**src/rtl/algo_rdq_pkg.sv**
```systemverilog
// Shared definitions for the 2R2W read-response queue: counter widths and error-flag layout.
package algo_rdq_pkg;

  // Default queue depth; the matching counter type is provided for integrators.
  localparam int unsigned RDQ_DEF_DEPTH = 4;
  localparam int unsigned RDQ_CNT_W     = $clog2(RDQ_DEF_DEPTH) + 1;

  // Bit positions inside the sticky error-flag vector.
  localparam int unsigned ERR_OVF_BIT = 0;
  localparam int unsigned ERR_SEQ_BIT = 1;
  localparam int unsigned ERR_NUM     = 2;

  typedef logic [RDQ_CNT_W-1:0] rdq_cnt_t;

  // Credit/count width: must be able to hold the value DEPTH itself.
  function automatic int unsigned cnt_width(input int unsigned depth);
    return int'($clog2(depth)) + 1;
  endfunction

endpackage

```
**src/rtl/algo_rdq_fifo.sv**
```systemverilog
// One-port synchronous FIFO with a combinational head read and no push-to-pop bypass.
module algo_rdq_fifo
  import algo_rdq_pkg::*;
#(
  parameter int unsigned WIDTH    = 15,
  parameter int unsigned DEPTH    = 4,
  parameter int unsigned BITDEPTH = 2
) (
  input  logic                          clk,
  input  logic                          rst,
  input  logic                          push,
  input  logic                          pop,
  input  logic [WIDTH-1:0]              din,
  output logic [WIDTH-1:0]              dout,
  output logic [cnt_width(DEPTH)-1:0]   count,
  output logic                          full
);

  localparam int unsigned CNTW = cnt_width(DEPTH);

  logic [WIDTH-1:0]    mem [DEPTH];
  logic [BITDEPTH-1:0] wptr;
  logic [BITDEPTH-1:0] rptr;
  logic                empty;
  logic                pop_en;
  logic                push_en;

  // Occupancy flags; a full queue still accepts a push when it pops in the same cycle.
  always_comb begin
    empty   = (count == '0);
    full    = (count == CNTW'(DEPTH));
    pop_en  = pop & ~empty;
    push_en = push & (~full | pop_en);
    dout    = mem[rptr];
  end

  // Pointers and count; pointers wrap modulo DEPTH.
  always_ff @(posedge clk or negedge rst) begin
    if (!rst) begin
      wptr  <= '0;
      rptr  <= '0;
      count <= '0;
    end else begin
      if (push_en) begin
        wptr <= (wptr == BITDEPTH'(DEPTH - 1)) ? '0 : wptr + BITDEPTH'(1);
      end
      if (pop_en) begin
        rptr <= (rptr == BITDEPTH'(DEPTH - 1)) ? '0 : rptr + BITDEPTH'(1);
      end
      if (push_en && !pop_en) begin
        count <= count + CNTW'(1);
      end else if (pop_en && !push_en) begin
        count <= count - CNTW'(1);
      end
    end
  end

  // Storage array; contents need no reset since count gates visibility.
  always_ff @(posedge clk) begin
    if (push_en) begin
      mem[wptr] <= din;
    end
  end

endmodule

```
**src/rtl/algo_2r2w_rdq.sv**
```systemverilog
// Per-port read-response queue: credit-gated request forwarding, return tracking and output FIFOs.
module algo_2r2w_rdq
  import algo_rdq_pkg::*;
#(
  parameter int unsigned NUMRDPRT = 2,
  parameter int unsigned WIDTH    = 15,
  parameter int unsigned BITADDR  = 8,
  parameter int unsigned DEPTH    = 4,
  parameter int unsigned BITDEPTH = 2,
  parameter int unsigned RD_LAT   = 1
) (
  input  logic                        clk,
  input  logic                        rst,
  input  logic [NUMRDPRT-1:0]         req_read,
  input  logic [NUMRDPRT*BITADDR-1:0] req_adr,
  output logic [NUMRDPRT-1:0]         req_rdy,
  output logic [NUMRDPRT-1:0]         read,
  output logic [NUMRDPRT*BITADDR-1:0] rd_adr,
  input  logic [NUMRDPRT-1:0]         rd_vld,
  input  logic [NUMRDPRT*WIDTH-1:0]   rd_dout,
  output logic [NUMRDPRT-1:0]         out_vld,
  output logic [NUMRDPRT*WIDTH-1:0]   out_dout,
  input  logic [NUMRDPRT-1:0]         out_rdy,
  output logic                        err_ovf,
  output logic                        err_seq
);

  localparam int unsigned CNTW = cnt_width(DEPTH);

  logic [CNTW-1:0]     cred     [NUMRDPRT];
  logic [CNTW-1:0]     cred_nxt [NUMRDPRT];
  logic [CNTW-1:0]     fifo_cnt [NUMRDPRT];
  logic [NUMRDPRT-1:0] fifo_full;
  logic [NUMRDPRT-1:0] acc;
  logic [NUMRDPRT-1:0] pop;
  logic [NUMRDPRT-1:0] exp_ret;
  logic [ERR_NUM-1:0]  err_q;
  logic                ovf_any;
  logic                seq_any;

  // Request path: accept only with a free credit, forward straight to the wrapper.
  assign acc    = req_read & req_rdy;
  assign read   = acc;
  assign rd_adr = req_adr;
  assign pop    = out_vld & out_rdy;

  // Per-port queue and credit-ready decode.
  for (genvar p = 0; p < NUMRDPRT; p++) begin : g_port
    assign req_rdy[p] = (cred[p] != '0);
    assign out_vld[p] = (fifo_cnt[p] != '0);

    algo_rdq_fifo #(
      .WIDTH    (WIDTH),
      .DEPTH    (DEPTH),
      .BITDEPTH (BITDEPTH)
    ) u_fifo (
      .clk   (clk),
      .rst   (rst),
      .push  (rd_vld[p]),
      .pop   (out_rdy[p]),
      .din   (rd_dout[p*WIDTH +: WIDTH]),
      .dout  (out_dout[p*WIDTH +: WIDTH]),
      .count (fifo_cnt[p]),
      .full  (fifo_full[p])
    );
  end

  // Credit next-state: accept consumes, pop returns, saturating at 0 and DEPTH.
  always_comb begin
    for (int p = 0; p < NUMRDPRT; p++) begin
      cred_nxt[p] = cred[p];
      if (acc[p] && !pop[p]) begin
        cred_nxt[p] = cred[p] - CNTW'(1);
      end else if (pop[p] && !acc[p] && (cred[p] < CNTW'(DEPTH))) begin
        cred_nxt[p] = cred[p] + CNTW'(1);
      end
    end
  end

  // Credit registers.
  always_ff @(posedge clk or negedge rst) begin
    if (!rst) begin
      for (int p = 0; p < NUMRDPRT; p++) begin
        cred[p] <= CNTW'(DEPTH);
      end
    end else begin
      for (int p = 0; p < NUMRDPRT; p++) begin
        cred[p] <= cred_nxt[p];
      end
    end
  end

  // Expected-return tracking: accepts delayed by the wrapper read latency.
  if (RD_LAT == 0) begin : g_exp_comb
    assign exp_ret = acc;
  end else begin : g_exp_sr
    logic [NUMRDPRT-1:0] exp_sr [RD_LAT];

    // Shift register of accepted requests still in flight.
    always_ff @(posedge clk or negedge rst) begin
      if (!rst) begin
        for (int i = 0; i < int'(RD_LAT); i++) begin
          exp_sr[i] <= '0;
        end
      end else begin
        exp_sr[0] <= acc;
        for (int i = 1; i < int'(RD_LAT); i++) begin
          exp_sr[i] <= exp_sr[i-1];
        end
      end
    end

    assign exp_ret = exp_sr[RD_LAT-1];
  end

  // Error detection: overflow is a drop-causing push, sequence is any return mismatch.
  always_comb begin
    ovf_any = |(rd_vld & fifo_full & ~pop);
    seq_any = |(rd_vld ^ exp_ret);
  end

  // Sticky error flags, cleared only by reset.
  always_ff @(posedge clk or negedge rst) begin
    if (!rst) begin
      err_q <= '0;
    end else begin
      err_q[ERR_OVF_BIT] <= err_q[ERR_OVF_BIT] | ovf_any;
      err_q[ERR_SEQ_BIT] <= err_q[ERR_SEQ_BIT] | seq_any;
    end
  end

  assign err_ovf = err_q[ERR_OVF_BIT];
  assign err_seq = err_q[ERR_SEQ_BIT];

endmodule

```
**config.mk**
```make
export PLATFORM = sky130hd
export DESIGN_NAME = algo_2r2w_rdq
export DESIGN_NICKNAME = d
export VERILOG_FILES = /design/src/rtl/algo_rdq_pkg.sv /design/src/rtl/algo_rdq_fifo.sv /design/src/rtl/algo_2r2w_rdq.sv
export SDC_FILE = /design/constraint.sdc
export NUM_CORES = 1
export LEC_CHECK = 0
export CAP_MARGIN = 20
export CORE_MARGIN = 4
export CORE_UTILIZATION = 57
export DETAILED_ROUTE_END_ITERATION = 8
export PLACE_DENSITY_LB_ADDON = 0.25
export SETUP_SLACK_MARGIN = 0.5
export SLEW_MARGIN = 20
export SYNTH_ARGS = -nofsm -noshare
export SYNTH_HDL_FRONTEND = slang
export SYNTH_SLANG_ARGS = --single-unit
```
**constraint.sdc**
```tcl
create_clock -name clk -period 3.5 [get_ports clk]
set_clock_uncertainty 0.15 [all_clocks]
set_input_delay 0.7 -clock clk [delete_from_list [all_inputs] [get_ports clk]]
set_output_delay 0.7 -clock clk [all_outputs]
set_load 0.01 [all_outputs]
```
==> reports/results.tsv, run 1 <==
stage	metric	value	unit
cts	clk_latency	0.51	ns
detailed_routing	finalWirelength	10800	um
sta	tns	0	ns
synth	ys_async_sr_fraction	0.1667	
sta	worst_slew_pin_slew	0.8274	ns
die	fp.dieH	111.3	um
cts	cts_htree_levels	4	
pwr	powerDensity	878.3	mW/mm2
placement	detailed_place_hpwl	6418	um
worst_setup_path	endpoint_kind	primary output	
cts	cts.clk_slew.worst_paths	0.06	ns
sta	hold_viol_final	0	
run	cap_violations	0	
die	ios	108	
synth	syn_inst	320	
worst_setup_path	reg2regPathDepth	6	
detailed_routing	ant_nets	0	
worst_setup_path	critPathMaxFanout	8	
worst_setup_path	startpoint	g_port[0].u_fifo.rptr[0]	
global_routing	grt_pass1_wl	16840	um
synth	ys_types	42	
sta	maxSlewHeadroom	0.4484	
sta	fin_crit	2.954	ns
detailed_routing	dr.pass1.iters	7	
synth	synth_flop_cell	edfxtp_1	
synth	netlist.area_leader.share	0.5927	
layout	area_delta_synth_final	25.95	%
layout	postLayoutCoreUtil	0.7384	
synth	synth_edf_count	120	
cts	cts_tree	yes	
sta	rsz0062_at_grt	yes	
cts	clock-root-buffer	clkbuf_8	
die	dieWidth	111.3	um
sta	clock.fmax	0.3385	GHz
placement	gp_congestion	0.7401	
synth	syn_area	0.006080	mm2
worst_setup_path	r2r_end	cred[1]	
synth	ys_seq_elements	144	
layout	drive_gt1_frac	0.2542	
worst_setup_path	startpoint_type	flip-flop	
synth	synth_xor_area_frac	0.01153	
detailed_routing	drt_iter0_drc	168	
global_routing	overflow	0	
hold_path	hp-class	flip-flop to flip-flop	
detailed_routing	drc	0	
die	core_region_area	0.01037	mm2
synth	ys_warn_count	0	
synth	syn-num-nets	390	
cts	cts_buffers	17	
layout	nFillCells	643	
global_routing	grt_max_degree	25	
synth	synth.most_common_cell	edfxtp_1	
placement	dpl_cell_area	0.006835	mm2
synth	synth.largest_area_cell	edfxtp_1	
detailed_routing	wire_per_inst	19.66	um
run_status	outcome	complete, no violations	
global_routing	grt_pass1_vias	3246	
synth	synth_area_leaders	edfxtp_1, mux4_2, dfrtp_1, ha_1, mux2_2	
worst_setup_path	crit_type	flip-flop to primary output	
detailed_routing	num_vias	3056	
pwr	vdd_ir_drop_max	0.4959	mV
synth	synth_mux_area_frac	0.1399	
layout	fin_nets	470	
cts	cts-hold-fix-buffers	0	
synth	synth-simple-area-share	0.04034	
global_routing	antenna_found_initial	0	
synth	synth_compound_area_frac	0.03766	
worst_setup_path	worst_ep_arrival_time	2.10	ns
layout	antenna_cells	0	
worst_setup_path	r2r_start	g_port[1].u_fifo.count[0]	
synth	synth_top_family_by_area	multiplexers	
synth	synth_fa_ha_area_frac	0.03787	
worst_setup_path	worst_ep_required_time	2.65	ns
sta	setup_violations	0	
synth	ys_seq_area_frac	0.6919	
sta	period_share	0.8440	
detailed_routing	avgViaCountPerCell	5.566	
pwr	totalPowerFinal	6.726	mW
sta	drv_slew	0	
pwr	p_leak	2.938	nW
placement	io_buffers	75	
cts	clock_sinks	144	
die	start_util	0.5863	
worst_setup_path	worstSetupEndpoint	out_dout[5]	
die	die_area	0.01238	mm2
layout	fin_area	0.007657	mm2
synth	synthTopCellsByCount	edfxtp_1, mux4_2, dfrtp_1	
global_routing	grtUsageTotal	0.1780	
cts	cts_buffer_depth	2	
die	row_count	37	
worst_setup_path	reg2reg_slack	0.96	ns
synth	syn_avg_cell_area	19.00	um2
==> kinds of logic (layout without fill, tap and decap cells) <==
kind of cell,Yosys count,in the layout
flops,144,144
mux,46,46
compound gates,23,23
buf+inv,44,137
xor+xnor,8,8
fa+ha+maj,16,16
simple gates,39,39
==> sequential cells by signal (all words and copies together) (netlist names) <==
| register | flops |
|---|---|
| g_port.u_fifo.rptr | 4 |
| g_port.u_fifo.wptr | 4 |
| cred | 6 |
| err_q | 2 |
| g_port.u_fifo.count | 6 |
| g_port.u_fifo.mem | 120 |
| exp_ret | 2 |
==> cell usage in the layout (no fill, tap or decap), types with 5 or more instances in the layout <==
cell | netlist | routed
edfxtp_1 | 120 | 120
clkdlybuf4s50_1 | 0 | 50
mux4_2 | 30 | 30
dlymetal6s2s_1 | 0 | 24
dfrtp_1 | 22 | 18
clkbuf_16 | 0 | 17
inv_1 | 16 | 16
mux2_2 | 12 | 12
ha_1 | 12 | 12
buf_4 | 16 | 11
and2_1 | 8 | 8
nor2_1 | 6 | 6
nand2_1 | 6 | 6
xor2_1 | 6 | 6
nor2b_1 | 5 | 5
bufinv_16 | 0 | 5
clkinvlp_4 | 0 | 5
==> worst max-delay path: stages (launching register included) <==
cell and delay (ns):
dfrtp_2 0.42, buf_12 0.15, mux4_2 0.51, clkdlybuf4s50_1 0.51
==> worst min path at each step <==
stage | cells past startpoint | from | to
after floorplan | 0 | rst | cred[0]
after global placement | 1 | err_q[1] | err_q[1]
after detailed placement | 1 | err_q[0] | err_q[0]
after CTS | 1 | err_q[0] | err_q[0]
after global routing | 2 | rst | g_port[1].u_fifo.count[1]
final | 1 | err_q[0] | err_q[0]
==> per-layer routing <==
metal  share of wire  GRT usage  vias to the layer above  routed length, um
met5               0          0                        -                  0
met2            0.51     0.2967                       67               5481
met4           0.015    0.06245                        0                165
li1                -          -                     1401                  -
met1            0.43     0.2210                     1561               4650
met3           0.046    0.05622                       27                498
==> layout make-up <==
type,instances,area [um2],share of cell area
flip-flops and latches,144,4212,0.5500
multi-input cells,132,1625,0.2123
well taps,136,170.2,0.02222
inverters,16,60.06,0.007843
clock inverters,14,215.2,0.02810
clock buffers,18,417.9,0.05458
repair buffers,89,957.2,0.1250
==> per-stage QoR <==
step	std cells	hold WS [ns]	setup WS (ns)
final	549	0.3419	0.5461
after global routing	549	0.3941	0.4687
after CTS	542	0.3439	0.4939
after detailed placement	506	0.3146	0.4026
after global placement	506	0.3101	0.5064
after floorplan	320	0.2544	1.146
==> what timing repair did <==
item                       in CTS  in global routing
gates resized for setup        10                 25
buffers inserted                4                  6
cloned                          0                  1
setup endpoints to repair      32                 27
==> power by group <==
| part | switching (mW) | internal, mW | total (mW) |
|---|---|---|---|
| registers | 0.332 | 2.32 | 2.65 |
| clock network | 0.669 | 1.23 | 1.90 |
| logic | 0.913 | 1.27 | 2.18 |
(Power assumes the default switching activity.)
==> inputs of run 2 (changes only) <==
--- a/config.mk
+++ b/config.mk
@@ -7,7 +7,7 @@
 export LEC_CHECK = 0
 export CAP_MARGIN = 20
 export CORE_MARGIN = 4
-export CORE_UTILIZATION = 57
+export CORE_UTILIZATION = 53
 export DETAILED_ROUTE_END_ITERATION = 8
 export PLACE_DENSITY_LB_ADDON = 0.25
 export SETUP_SLACK_MARGIN = 0.5
==> constraint.sdc (replaced) <==
create_clock -name clk -period 2.9 [get_ports clk]
set_clock_uncertainty 0.15 [all_clocks]
set_input_delay 0.58 -clock clk [delete_from_list [all_inputs] [get_ports clk]]
set_output_delay 0.58 -clock clk [all_outputs]
set_load 0.01 [all_outputs]
==> reports/results.tsv, run 2 (synthesized netlist as in run 1, its figures left out) <==
stage	metric	value	unit
run_status	outcome	complete, no violations	
global_routing	grt_use_met1	0.2409	
detailed_routing	dr.pass1.iters	4	
global_routing	grt_most_used_layer	met2	
sta	setup_violations	0	
worst_setup_path	crit_chain	buf_6 -> buf_16 -> buf_6 -> mux4_2 -> buf_6	
worst_setup_path	critPathMaxFanout	8	
die	row_count	38	
run	cap_violations	0	
worst_setup_path	worst_ep_required_time	2.17	ns
worst_setup_path	worst_ep_arrival_time	1.77	ns
detailed_routing	drc	0	
layout	fin_nets	502	
worst_setup_path	reg2reg_slack	0.64	ns
sta	worst_slew_pin_slew	0.7502	ns
sta	clock.fmax	0.4003	GHz
global_routing	antenna_found_initial	0	
pwr	clkPwrFrac	0.240	
sta	maxSlewHeadroom	0.4998	
cts	clk_latency	0.40	ns
sta	drv_slew	0	
pwr	p_int	5.826	mW
worst_setup_path	crit_family	buffers and inverters	
placement	detailed_place_hpwl	6622	um
detailed_routing	finalWirelength	10830	um
global_routing	grtUsageTotal	0.1784	
global_routing	grt_pass1_wl	17610	um
placement	gp_congestion	0.7430	
sta	tns	0	ns
layout	nFillCells	710	
cts	clock-root-buffer	clkbuf_16	
global_routing	grt.met3_usage	0.05737	
layout	drive_gt1_frac	0.3888	
global_routing	grt_pass1_vias	3415	
die	core_region_area	0.01103	mm2
layout	largest_register_ffs	120	
pwr	power.switching	2.417	mW
global_routing	grtUsageMet2	0.2816	
detailed_routing	ant_nets	0	
detailed_routing	drt_iter0_drc	191	
detailed_routing	num_vias	3195	
layout	layout_common_cells	edfxtp_1, clkdlybuf4s50_1, buf_6, mux4_2, buf_4	
global_routing	grt_max_degree	25	
detailed_routing	avgViaCountPerCell	5.462	
sta	rsz0062_at_grt	yes	
pwr	p_leak	2.924	nW
cts	cts_tree	yes	
pwr	seqPwrFrac	0.383	
worst_setup_path	crit_type	flip-flop to primary output	
die	die_area	0.01325	mm2
sta	hold_viol_final	0	
placement	dpl_cell_area	0.006933	mm2
sta	period_share	0.8613	
worst_setup_path	startpoint_type	flip-flop	
worst_setup_path	max_stage_delay	0.43	ns
worst_setup_path	slowest_stage	mux4_2	
cts	clock_sinks	144	
layout	multi_input_area	0.001632	mm2
die	start_util	0.5512	
layout	top_regs	g_port.u_fifo.mem: 120 flops, cred: 6 flops, g_port.u_fifo.count: 6 flops	
pwr	p_sw_frac	0.2932	
die	dieWidth	115.1	um
layout	final_cell_count_no_fill	585	
sta	fin_crit	2.498	ns
layout	seqCellArea	0.004219	mm2
worst_setup_path	endpoint_kind	primary output	
placement	dp_cells	519	
global_routing	overflow	0	
layout	fin_area	0.007840	mm2
layout	top_register	g_port.u_fifo.mem	
layout	area_delta_synth_final	28.96	%
pwr	vdd_ir_drop_max	0.5897	mV
layout	layout_commonest_cell	edfxtp_1	
placement	io_buffers	75	
cts	cts_buffers	17	
worst_setup_path	path_common_cell	buf_6	
die	ios	108	
cts	cts_htree_levels	4	
hold_path	hp-class	flip-flop to flip-flop	
pwr	p_comb_frac	0.377	
cts	cts_buffer_depth	2	
worst_setup_path	path_buf_inv	4	
pwr	powerDensity	1051	mW/mm2
die	fp.dieH	115.1	um
cts	cts.clk_slew.worst_paths	0.06	ns
detailed_routing	wire_per_inst	18.52	um
layout	antenna_cells	0	
-- run 2: changes by cell type in the layout (fill, tap and decap cells not counted), sizes merged, moves of 2 or more --
cell           previous run  this run
buf                      13        75
inv                      16        19
dlymetal6s2s             24         1
clkinvlp                  5         3
bufinv                    5         1
clkdlybuf4s50            50        39
dlygate4sd2               1         5
clkbuf                   19        21
-- run 2: per-layer routing --
layer	part of all wire	wire length [um]
met1	0.43	4671
met2	0.50	5464
met3	0.058	629
met4	0.0062	67
met5	0	0
-- run 2: worst register-to-register path, delay by kind of cell, from the launching register on --
kind / cells / cell delay (ns)
adder cells (fa/ha/maj): 2 / 0.64
buffers and inverters: 2 / 0.23
flip-flops: 1 / 0.39
multiplexers: 1 / 0.26
AND/OR/NAND/NOR: 2 / 0.47
-- run 2: path summary, 6_finish.rpt --
check                                          start                         to  cells past startpoint
min in group asynchronous                        rst                   err_q[1]                      2
max in group asynchronous                        rst                    cred[5]                      2
hold reg to reg                             err_q[0]                   err_q[0]                      1
hold / removal                              err_q[0]                   err_q[0]                      1
setup / recovery            g_port[0].u_fifo.rptr[0]               out_dout[13]                      5
setup reg to reg           g_port[0].u_fifo.count[0]  g_port[0].u_fifo.count[1]                      7
-- run 2: per-stage QoR --
step | utilization | power, mW | hold slack (ns) | worst slack [ns]
finish | 0.7108 | 8.243 | 0.3435 | 0.4022
global route | 0.7108 | 8.750 | 0.3737 | 0.3433
CTS | 0.6973 | 8.128 | 0.3500 | 0.3480
detailed placement | 0.6285 | 5.858 | 0.3255 | 0.1152
global placement | 0.6285 | 5.767 | 0.3309 | 0.1572
floorplan | - | 4.744 | 0.1344 | 0.6659
-- run 2: repair_timing --
item                                    CTS  global route
gates cloned                              1             0
pin swaps                                 2             0
resized for setup                       152            24
buffers inserted                         24             9
endpoints found under the setup margin   42            78
hold buffers                              0             0
-- run 2: power by group through the flow --
stage / clock, mW / sequential, mW / combinational (mW)
after floorplan: 0 / 3.04 / 1.71
after global placement: 0 / 3.19 / 2.58
after detailed placement: 0 / 3.22 / 2.64
after CTS: 2.02 / 3.16 / 2.94
after global routing: 2.13 / 3.22 / 3.40
final: 1.98 / 3.15 / 3.11
-- run 2: cell type report --
| cell class | count | area share |
|---|---|---|
| Tap cell | 140 | 0.02234 |
| Sequential cell | 144 | 0.5381 |
| Timing Repair Buffer | 121 | 0.1538 |
| Multi-Input combinational cell | 132 | 0.2081 |
| Inverter | 16 | 0.007660 |
| Clock buffer | 20 | 0.05570 |
| Clock inverter | 12 | 0.01420 |
==> inputs of run 3 (changes only) <==
--- a/config.mk
+++ b/config.mk
@@ -6,9 +6,11 @@
 export NUM_CORES = 1
 export LEC_CHECK = 0
 export CAP_MARGIN = 20
+export CORE_ASPECT_RATIO = 1.75
 export CORE_MARGIN = 4
-export CORE_UTILIZATION = 53
+export CORE_UTILIZATION = 58
 export DETAILED_ROUTE_END_ITERATION = 8
+export DONT_BUFFER_PORTS = 1
 export PLACE_DENSITY_LB_ADDON = 0.25
 export SETUP_SLACK_MARGIN = 0.5
 export SLEW_MARGIN = 20
==> reports/results.tsv, run 3 (synthesized netlist as in run 1, its figures left out) <==
stage	metric	value	unit
detailed_routing	num_vias	2676	
layout	top_register	g_port.u_fifo.mem	
cts	clock_sinks	144	
detailed_routing	avgViaCountPerCell	5.843	
cts	cts.clk_slew.worst_paths	0.06	ns
run	cap_violations	0	
global_routing	grt_max_degree	25	
placement	gp_congestion	0.8070	
die	dieWidth	85.40	um
placement	detailed_place_hpwl	6505	um
die	fp.dieH	143.4	um
sta	rsz0062_at_grt	no	
run_status	outcome	complete, no violations	
worst_setup_path	reg2reg_slack	0.62	ns
detailed_routing	ant_nets	0	
layout	seqCellArea	0.004213	mm2
detailed_routing	drc	0	
pwr	clkPwrFrac	0.296	
die	row_count	49	
sta	setup_ws	0.5688	ns
global_routing	grt_pass1_vias	2882	
cts	cts_buffer_depth	2	
cts	cts_htree_levels	4	
layout	multi_input_area	0.001648	mm2
cts	clk_latency	0.41	ns
layout	layout_common_cells	edfxtp_1, mux4_2, clkbuf_16, dfrtp_1, inv_1	
pwr	power.switching	2.276	mW
layout	antenna_cells	0	
worst_setup_path	critPathMaxFanout	14	
cts	clock-root-buffer	clkbuf_16	
layout	fin_nets	388	
pwr	p_sw_frac	0.3096	
sta	clock.fmax	0.4290	GHz
sta	setup_violations	0	
detailed_routing	wire_per_inst	21.37	um
layout	top_regs	g_port.u_fifo.mem: 120 flops, cred: 6 flops, g_port.u_fifo.count: 6 flops	
pwr	vdd_ir_drop_max	0.6729	mV
layout	drive_gt1_frac	0.3051	
global_routing	overflow	0	
global_routing	antenna_found_initial	0	
layout	largest_register_ffs	120	
worst_setup_path	worst_ep_arrival_time	1.60	ns
sta	hold_viol_final	0	
cts	cts_buffers	17	
die	ios	108	
sta	tns	0	ns
global_routing	grtUsageTotal	0.1729	
cts	cts_tree	yes	
sta	worst_slew_pin_slew	0.8225	ns
pwr	p_comb_frac	0.268	
die	die_area	0.01225	mm2
worst_setup_path	endpoint_kind	primary output	
pwr	powerDensity	1085	mW/mm2
cts	postCtsSetupRepairBufs	0	
sta	period_share	0.8039	
worst_setup_path	startpoint_type	flip-flop	
detailed_routing	finalWirelength	9786	um
placement	pre_cts_ws	0.4750	ns
pwr	seqPwrFrac	0.436	
layout	layout_commonest_cell	edfxtp_1	
pwr	p_leak	2.394	nW
layout	nFillCells	629	
sta	drv_slew	0	
sta	fin_crit	2.331	ns
detailed_routing	dr.pass1.iters	5	
placement	io_buffers	0	
pwr	p_int	5.076	mW
detailed_routing	drt_iter0_drc	82	
die	start_util	0.5938	
worst_setup_path	crit_type	flip-flop to primary output	
hold_path	hp-class	input pin to flip-flop	
layout	area_delta_synth_final	11.42	%
sta	maxSlewHeadroom	0.4516	
die	core_region_area	0.01024	mm2
worst_setup_path	worst_ep_required_time	2.17	ns
global_routing	grt_pass1_wl	15430	um
-- run 3: power by group through the flow --
stage	clock [mW]	combinational, mW	sequential (mW)
finish	2.18	1.97	3.21
CTS	2.22	1.99	3.20
global placement	0	1.89	3.19
global route	2.32	2.16	3.28
detailed placement	0	1.94	3.23
floorplan	0	1.71	3.04
-- run 3: through the flow --
step | instance area, um2 | utilization | instances | power (mW) | hold slack, ns
floorplan | 6080 | - | 320 | 4.744 | 0.1344
global placement | 6088 | 0.5946 | 424 | 5.079 | 0.1352
detailed placement | 6088 | 0.5946 | 424 | 5.166 | 0.1351
CTS | 6738 | 0.6581 | 458 | 7.405 | 0.08980
global route | 6774 | 0.6616 | 458 | 7.751 | 0.08988
finish | 6774 | 0.6616 | 458 | 7.352 | 0.1111
-- run 3: repair_timing --
item	in CTS	in global routing
hold buffers	2	0
gates resized for setup	7	8
pin swaps	0	1
hold endpoints to repair	24	0
setup endpoints to repair	31	31
-- run 3: area by class of cell --
class	instances	share of cell area
flip-flops and latches	144	0.6219
multi-input cells	132	0.2433
clock buffers	17	0.06280
clock inverters	15	0.02604
well taps	127	0.02346
repair buffers	7	0.01367
inverters	16	0.008866
-- run 3: per-layer routing --
layer	share of wire	track usage	routed length, um
met1	0.35	0.1811	3382
met2	0.58	0.3115	5702
met3	0.055	0.05336	537
met4	0.017	0.08257	164
met5	0	0	0
-- run 3: critical path, stage by stage, from the launching register on --
cell and delay [ns]:
dfrtp_2 0.43, buf_12 0.19, mux4_2 0.57
-- run 3: final timing paths --
path / from / end / depth (start not counted)
max: g_port[0].u_fifo.rptr[0] / out_dout[10] / 2
min: rd_dout[2] / g_port[0].u_fifo.mem[0][2] / 0
max reg2reg: cred[5] / cred[4] / 6
min reg2reg: err_q[1] / err_q[1] / 1
max in group asynchronous: rst / cred[2] / 2
min in group asynchronous: rst / exp_ret[0] / 2
